[config.mk]
export PLATFORM = sky130hd
export DESIGN_NAME = pipe_nodatahazards_wb
export DESIGN_NICKNAME = d
export VERILOG_FILES = /design/src/rtl/pipe_nodatahazards_wb_pkg.sv /design/src/rtl/pipe_nodatahazards_wb_mem_wb_reg.sv /design/src/rtl/pipe_nodatahazards_wb_regfile.sv /design/src/rtl/pipe_nodatahazards_wb.sv
export SDC_FILE = /design/constraint.sdc
export NUM_CORES = 2
export LEC_CHECK = 0
export CORE_MARGIN = 3
export CORE_UTILIZATION = 30
export DETAILED_ROUTE_END_ITERATION = 7
export GPL_TIMING_DRIVEN = 0
export PLACE_DENSITY_LB_ADDON = 0.15
export SLEW_MARGIN = 25
export SYNTH_ARGS = -nofsm -noshare
export SYNTH_HDL_FRONTEND = slang
export SYNTH_SLANG_ARGS = --single-unit
[constraint.sdc]
create_clock -name clk -period 3.6 [get_ports clk]
set_input_delay 0.72 -clock clk [delete_from_list [all_inputs] [get_ports clk]]
set_output_delay 0.72 -clock clk [all_outputs]
set_load 0.1 [all_outputs]
[src/rtl/pipe_nodatahazards_wb_pkg.sv]
// Shared widths and the MEM/WB pipeline bundle used by the write-back stage.
// ID/EX stages import the same widths.
package pipe_nodatahazards_wb_pkg;

    localparam int              DATA_W   = 32;
    localparam int              REG_AW   = 5;
    localparam int              NUM_REGS = 1 << REG_AW;
    localparam logic [REG_AW-1:0] REG_ZERO = 5'd0;

    typedef struct packed {
        logic              wreg;
        logic              m2reg;
        logic [REG_AW-1:0] wn;
        logic [DATA_W-1:0] alu;
        logic [DATA_W-1:0] mem;
    } mem_wb_t;

    function automatic logic [DATA_W-1:0] wb_select(input mem_wb_t r);
        return r.m2reg ? r.mem : r.alu;
    endfunction

endpackage

[src/rtl/pipe_nodatahazards_wb_mem_wb_reg.sv]
// MEM/WB pipeline register: five fields captured each rising edge, async clear.
module pipe_nodatahazards_wb_mem_wb_reg
    import pipe_nodatahazards_wb_pkg::*;
(
    input  logic    clk,
    input  logic    clrn,
    input  mem_wb_t d,
    output mem_wb_t q
);

    always_ff @(posedge clk or negedge clrn) begin
        if (!clrn) q <= '0;
        else       q <= d;
    end

endmodule

[src/rtl/pipe_nodatahazards_wb_regfile.sv]
// 32x32 register file, one write port, two read ports with same-cycle
// write-through bypass. Register 0 reads as zero and is never written.
module pipe_nodatahazards_wb_regfile
    import pipe_nodatahazards_wb_pkg::*;
(
    input  logic              clk,
    input  logic              clrn,
    input  logic              we,
    input  logic [REG_AW-1:0] wn,
    input  logic [DATA_W-1:0] wdata,
    input  logic [REG_AW-1:0] rna,
    input  logic [REG_AW-1:0] rnb,
    output logic [DATA_W-1:0] qa,
    output logic [DATA_W-1:0] qb
);

    localparam int NUM_RP = 2;

    logic [DATA_W-1:0]             rf [NUM_REGS];
    logic [NUM_RP-1:0][REG_AW-1:0] rn;
    logic [NUM_RP-1:0][DATA_W-1:0] q;

    // we is already qualified with wn != 0, so rf[0] stays at its reset value.
    always_ff @(posedge clk or negedge clrn) begin
        if (!clrn) begin
            for (int i = 0; i < NUM_REGS; i++) rf[i] <= '0;
        end else if (we) begin
            rf[wn] <= wdata;
        end
    end

    assign rn[0] = rna;
    assign rn[1] = rnb;

    for (genvar g = 0; g < NUM_RP; g++) begin : g_rp
        assign q[g] = (rn[g] == REG_ZERO)    ? '0    :
                      (we && (rn[g] == wn))  ? wdata :
                                               rf[rn[g]];
    end

    assign qa = q[0];
    assign qb = q[1];

endmodule

[src/rtl/pipe_nodatahazards_wb.sv]
// Write-back stage: MEM/WB register, ALU/load select, and the bypassed
// register file whose read ports feed ID.
module pipe_nodatahazards_wb
    import pipe_nodatahazards_wb_pkg::*;
(
    input  logic              clk,
    input  logic              clrn,
    input  logic              MEMwreg,
    input  logic              MEMm2reg,
    input  logic [REG_AW-1:0] MEMwn,
    input  logic [DATA_W-1:0] MEMaluResult,
    input  logic [DATA_W-1:0] MEMmemOut,
    input  logic [REG_AW-1:0] rna,
    input  logic [REG_AW-1:0] rnb,
    output logic [DATA_W-1:0] qa,
    output logic [DATA_W-1:0] qb,
    output logic              WBwreg,
    output logic [REG_AW-1:0] WBwn,
    output logic [DATA_W-1:0] WBwdata
);

    mem_wb_t mem_s, wb_s;
    logic    we;

    assign mem_s = '{wreg:  MEMwreg,
                     m2reg: MEMm2reg,
                     wn:    MEMwn,
                     alu:   MEMaluResult,
                     mem:   MEMmemOut};

    pipe_nodatahazards_wb_mem_wb_reg u_mem_wb (
        .clk  (clk),
        .clrn (clrn),
        .d    (mem_s),
        .q    (wb_s)
    );

    assign WBwreg  = wb_s.wreg;
    assign WBwn    = wb_s.wn;
    assign WBwdata = wb_select(wb_s);
    // A write to r0 is latched for visibility but neither stored nor bypassed.
    assign we      = wb_s.wreg && (wb_s.wn != REG_ZERO);

    pipe_nodatahazards_wb_regfile u_rf (
        .clk   (clk),
        .clrn  (clrn),
        .we    (we),
        .wn    (wb_s.wn),
        .wdata (WBwdata),
        .rna   (rna),
        .rnb   (rnb),
        .qa    (qa),
        .qb    (qb)
    );

endmodule

; ---- After elaboration in Yosys (flattened, before gate mapping)
; Cells that the tools add are included.
; W data, S select, Z words.
[word_totals]
regBits = 1095
latch_bits = 0
ramBits = 0
rom_bits = 0
input_bits = 83
output_inout_bits = 102
memories = 0
[op_classes]
add_sub_neg = 0
multipliers = 0
div = 0
magnitude_cmp = 4
n_eq_ne = 2
n_shift = 0
mux = 14
n_bitwise = 3
n_reduce_logical = 7
[ops]
columns = cell, count
row1 = $bwmux W1024, 1
row2 = $bmux W32 S5, 2
row3 = $mux W32, 10
row4 = $demux W32 S5, 1
row5 = $ge A6 B6 Y1 const B, 3
row6 = $not A5 Y6, 3
row7 = $eq A5 B5 Y1, 2
row8 = $logic_not A5 Y1, 2
row9 = $lt A6 B1 Y1 const B, 1
row10 = $reduce_bool A5 Y1, 1
row11 = $logic_and A1 B1 Y1, 4

; ---- Logic depth before layout (Yosys ltp)
[depth]
ltp_word = 6
depth_mapped = 10
mapped_depth_nobuf = 5

; ---- Cells and area by module
; From an unflattened synthesis, not the netlist that was laid out.
[hier_totals]
cells_unflattened = 3860
area_unflattened_um2 = 57249.9
[by_module_without_submodules]
columns = mod, instances, cells_each, area_per_inst_um2, seq_area_each_um2
row1 = pipe_nodatahazards_wb_regfile, 1, 3751, 55070.3, 25624.6
row2 = pipe_nodatahazards_wb_mem_wb_reg, 1, 71, 1776.7, 1776.7
row3 = pipe_nodatahazards_wb, 1, 38, 402.9, 0.0

; ---- Worst setup path before layout
; OpenSTA, ideal clock, no wires.
[synth_path]
path_kind = register to output
start = register u_mem_wb.q[70] (netlist bit)
end = output port qb[13]
arrival_ns = 4.429
path_slack_ns = -1.549
stages_incl_launch_ff = 6
cell_sequence = dfrtp_1 -> nand4_1 -> nor2_1 -> clkbuf_1 -> nor3_1 -> a211oi_1
[synth_between]
elab_chain_cells = 4
[synth_lines]
columns = element, line
row1 = from (decl), pipe_nodatahazards_wb_mem_wb_reg.sv:8  ; output mem_wb_t q
row2 = from (signal assigned), pipe_nodatahazards_wb_mem_wb_reg.sv:12  ; if (!clrn) q <= '0;
row3 = from (signal assigned), pipe_nodatahazards_wb_mem_wb_reg.sv:13  ; else q <= d;
row4 = $logic_and A1 B1 Y1, pipe_nodatahazards_wb.sv:42  ; assign we = wb_s.wreg && (wb_s.wn != REG_ZERO);
row5 = $logic_and A1 B1 Y1, pipe_nodatahazards_wb_regfile.sv:37  ; (we && (rn[g] == wn)) ? wdata :
row6 = $mux W32, pipe_nodatahazards_wb_regfile.sv:37
row7 = $mux W32, pipe_nodatahazards_wb_regfile.sv:36  ; assign q[g] = (rn[g] == REG_ZERO) ? '0 :
row8 = to (decl), pipe_nodatahazards_wb.sv:16  ; output logic [DATA_W-1:0] qb,
; No other way between the ends.

; ---- Final worst setup path
[layout_path]
start = input port rna[4]
end = output port qa[26]
[layout_between]
elab_chain_cells = 6
elab_cells_between_ends = 9
classes_between = eq/ne: 1 / mux: 5 / bitwise: 1 / reduce/logical: 2
[layout_lines]
columns = element, line
row1 = from (decl), pipe_nodatahazards_wb.sv:13  ; input logic [REG_AW-1:0] rna,
row2 = $not A5 Y6 (not written as such), pipe_nodatahazards_wb_regfile.sv:38  ; rf[rn[g]];
row3 = $bmux W32 S5, pipe_nodatahazards_wb_regfile.sv:38
row4 = $mux W32 (not written as such) (2 in a row), pipe_nodatahazards_wb_regfile.sv:38
row5 = $mux W32, pipe_nodatahazards_wb_regfile.sv:37
row6 = $mux W32 *, pipe_nodatahazards_wb_regfile.sv:36
row7 = to (decl), pipe_nodatahazards_wb.sv:15  ; output logic [DATA_W-1:0] qa,
; Every way passes the cells marked *; elsewhere a longest branch is shown, timed or not. The select of a mux whose other input is x is not followed.

==> reports/metrics.cfg <==
[logic_synthesis]
synth_ff_type = dfrtp_1
yosysWarnings = 0
syn_inst = 5099
avgSynthCellArea_um2 = 10.9
yosysSeqAreaShare = 0.491
ys_types = 67
synth.ff_latch_count = 1095
synth_edf_count = 0
syn_area_um2 = 55800
syn-num-nets = 5182
synthArstFlopShare = 1.00

[die]
rows = 157
fp.dieW_um = 437
dieHeight_um = 437
initial_core_util = 0.303
core-area_um2 = 184000
pin_count = 185
dieArea_um2 = 191000

[route]
drt-initial-drc-count = 7131
drc = 0
routedWlPerCell_um = 40.8
vias = 50100
vias_per_cell = 6.16
drtAntennaViolNets = 0
first_pass_iters = 6
drt_wl_total_um = 332000

[setup_path]
path_depth = 11
start_kind = input pin
crit_top_cell = buf_6
worstPathMaxFanout = 10
cp.buffers_inverters = 6
critPathKind = in -> out
cp_cell_sequence = dlygate4sd2_1 -> buf_6 -> buf_6 -> nand2_8 -> clkbuf_2 -> buf_6 -> o22ai_1 -> nor3_2 -> nor3_1 -> a211oi_4 -> buf_12
cpPeakStageDelay_ns = 0.41
cp-end-kind = output port
worstPathArrival_ns = 3.46
rrSetupSlack_ns = 0.07
critPathSlowestCell = nor3_2
crit_family = buffers and inverters
required_ns = 2.88
reg2regPathDepth = 7
r2r_end = u_rf.rf[663]
r2r_start = u_mem_wb.q[64]

[grt]
antenna_found_initial = 11
grt_pass1_vias = 47300
grt_usage = 0.339
grt_pass1_wl_um = 437000
overflow = 0
grt_max_degree = 130

[hold_path]
hold_start = MEMwreg
hold_path.class = in -> reg
hold_depth = 1
hold_end = u_mem_wb.q[70]

[layout]
post-route-util = 0.390
drive_gt1_frac = 0.267
layout.nets = 5631
syn2layout_area_growth_pct = 28.5
final_cells = 8131

[clocking]
cts_tree = yes
cts.path.max_buffers = 3
clkTransAtPathRegs_ns = 0.06
clock-sinks = 1095
numCtsBuffers = 136
cts-root-buf = clkbuf_16
worstSkewPairLatency_ns = 0.83
htreeDepth = 4

[timing]
min_period_over_period = 1.16
worst_slew_margin_rel = 0.206
final_hold_viol_count = 0
fmax_mhz = 239
worst_slack_ns = -0.585
fin_skew_ns = 0.0370
setup_tns_ns = -29.20
period_needed_ns = 4.18
rsz0062_at_grt = true
drv_slew = 0
finalSetupViolations = 64
worst_pin_slew_ns = 1.19

[pwr]
powerDensity_nw_per_um2 = 619
leakagePower_nw = 29.6
total_power_mw = 44.4
ir_drop_uv = 316

[placed_design]
portBuffers = 179
placed_cells = 7774
place_hpwl_um = 240000
pre_cts_slack_ns = -3.37
gp_congestion = 1.03

[flow_run]
drv_cap = 0

[run_status]
violations = setup timing
status = finished with violations

## cell usage after synthesis, drive strengths merged, types with 20 or more instances
cell type | number | area share
a211oi | 73 | 0.0098
a21oi | 632 | 0.057
a221o | 24 | 0.0043
a221oi | 63 | 0.011
a22oi | 26 | 0.0035
buf | 198 | 0.027
clkbuf | 353 | 0.024
dfrtp | 1095 | 0.49
inv | 34 | 0.0023
mux2 | 85 | 0.017
mux2i | 231 | 0.041
mux4 | 373 | 0.15
nand2 | 411 | 0.028
nand2b | 20 | 0.0022
nor2 | 680 | 0.046
nor3 | 41 | 0.0041
nor4 | 41 | 0.0052
o21ai | 427 | 0.038
o22ai | 138 | 0.015
## layout make-up
cell class              count  area, um^2
well taps                2464        3080
inverters                  35         136
clock buffers             184        3830
fillers                 18000      112000
plain buffers             545        4120
multi-input cells        3418       27800
diodes                      9        22.5
repair buffers            317        4350
flip-flops and latches   1095       27400
clock inverters            64         918
## what timing repair did
action / in CTS / in global routing
gates cloned: 3 / 4
pin swaps: 56 / 44
endpoints found under the hold margin: 77 / 0
hold buffers: 1 / 0
buffers inserted: 72 / 28
gates resized for setup: 1334 / 125
endpoints found under the setup margin: 96 / 169
## placed cells by master, fill, tap and decap left out, types with 82 or more instances in the layout
| master | n |
|---|---|
| nor2_1 | 657 |
| dfrtp_1 | 1089 |
| clkbuf_16 | 145 |
| nand2_1 | 407 |
| o22ai_1 | 112 |
| clkbuf_1 | 289 |
| mux2_2 | 82 |
| o21ai_0 | 377 |
| mux4_2 | 364 |
| a21oi_1 | 624 |
| buf_12 | 128 |
| mux2i_1 | 194 |
| buf_4 | 90 |
## through the flow
stage / hold slack, ns / cell area, um^2
5_1_grt: 0.328 / 71700
3_5_place_dp: 0.466 / 62000
6_report: 0.339 / 71700
3_3_place_gp: 0.456 / 61100
4_1_cts: 0.298 / 70800
2_1_floorplan: 0.424 / 56200
## per-layer routing
| metal | vias to the layer above | GRT usage | routed length, um |
|---|---|---|---|
| met1 | 26100 | 0.434 | 127000 |
| met2 | 3570 | 0.476 | 137000 |
| met3 | 884 | 0.117 | 38900 |
| li1 | 19500 | - | - |
| met4 | 8 | 0.239 | 28700 |
| met5 | - | 0 | 55 |
## logic make-up (layout without fill, tap and decap cells)
logic type,count (synthesis),count (layout),synth area share
other,0,9,0
buffers and inverters,586,1145,0.0529
AO/OA/AOI/OAI,1456,1456,0.151
XOR/XNOR,10,10,0.00157
AND/OR/NAND/NOR,1263,1263,0.0939
flip-flops,1095,1095,0.491
multiplexers,689,689,0.210
## power by group
part,switching [mW],total (mW),internal (mW)
logic,7.22,12.2,5.00
registers,2.27,17.1,14.9
clock network,6.17,15.0,8.84
total,15.7,44.4,28.7
## worst max-delay path by stage
stage / start / to / slack [ns]
floorplan: rna[0] / qa[3] / -0.34
global route: u_mem_wb.q[67] / qb[30] / -0.61
detailed placement: rnb[1] / qb[21] / -3.37
finish: rna[4] / qa[26] / -0.58
CTS: u_mem_wb.q[64] / qb[3] / -0.54
global placement: clrn / u_mem_wb.q[70] / -55.67
## registers in the layout (all words and copies together) (netlist names)
signal,count
u_mem_wb.q,71
u_rf.rf,1024
Note: power is estimated with default switching activity, not from simulation.
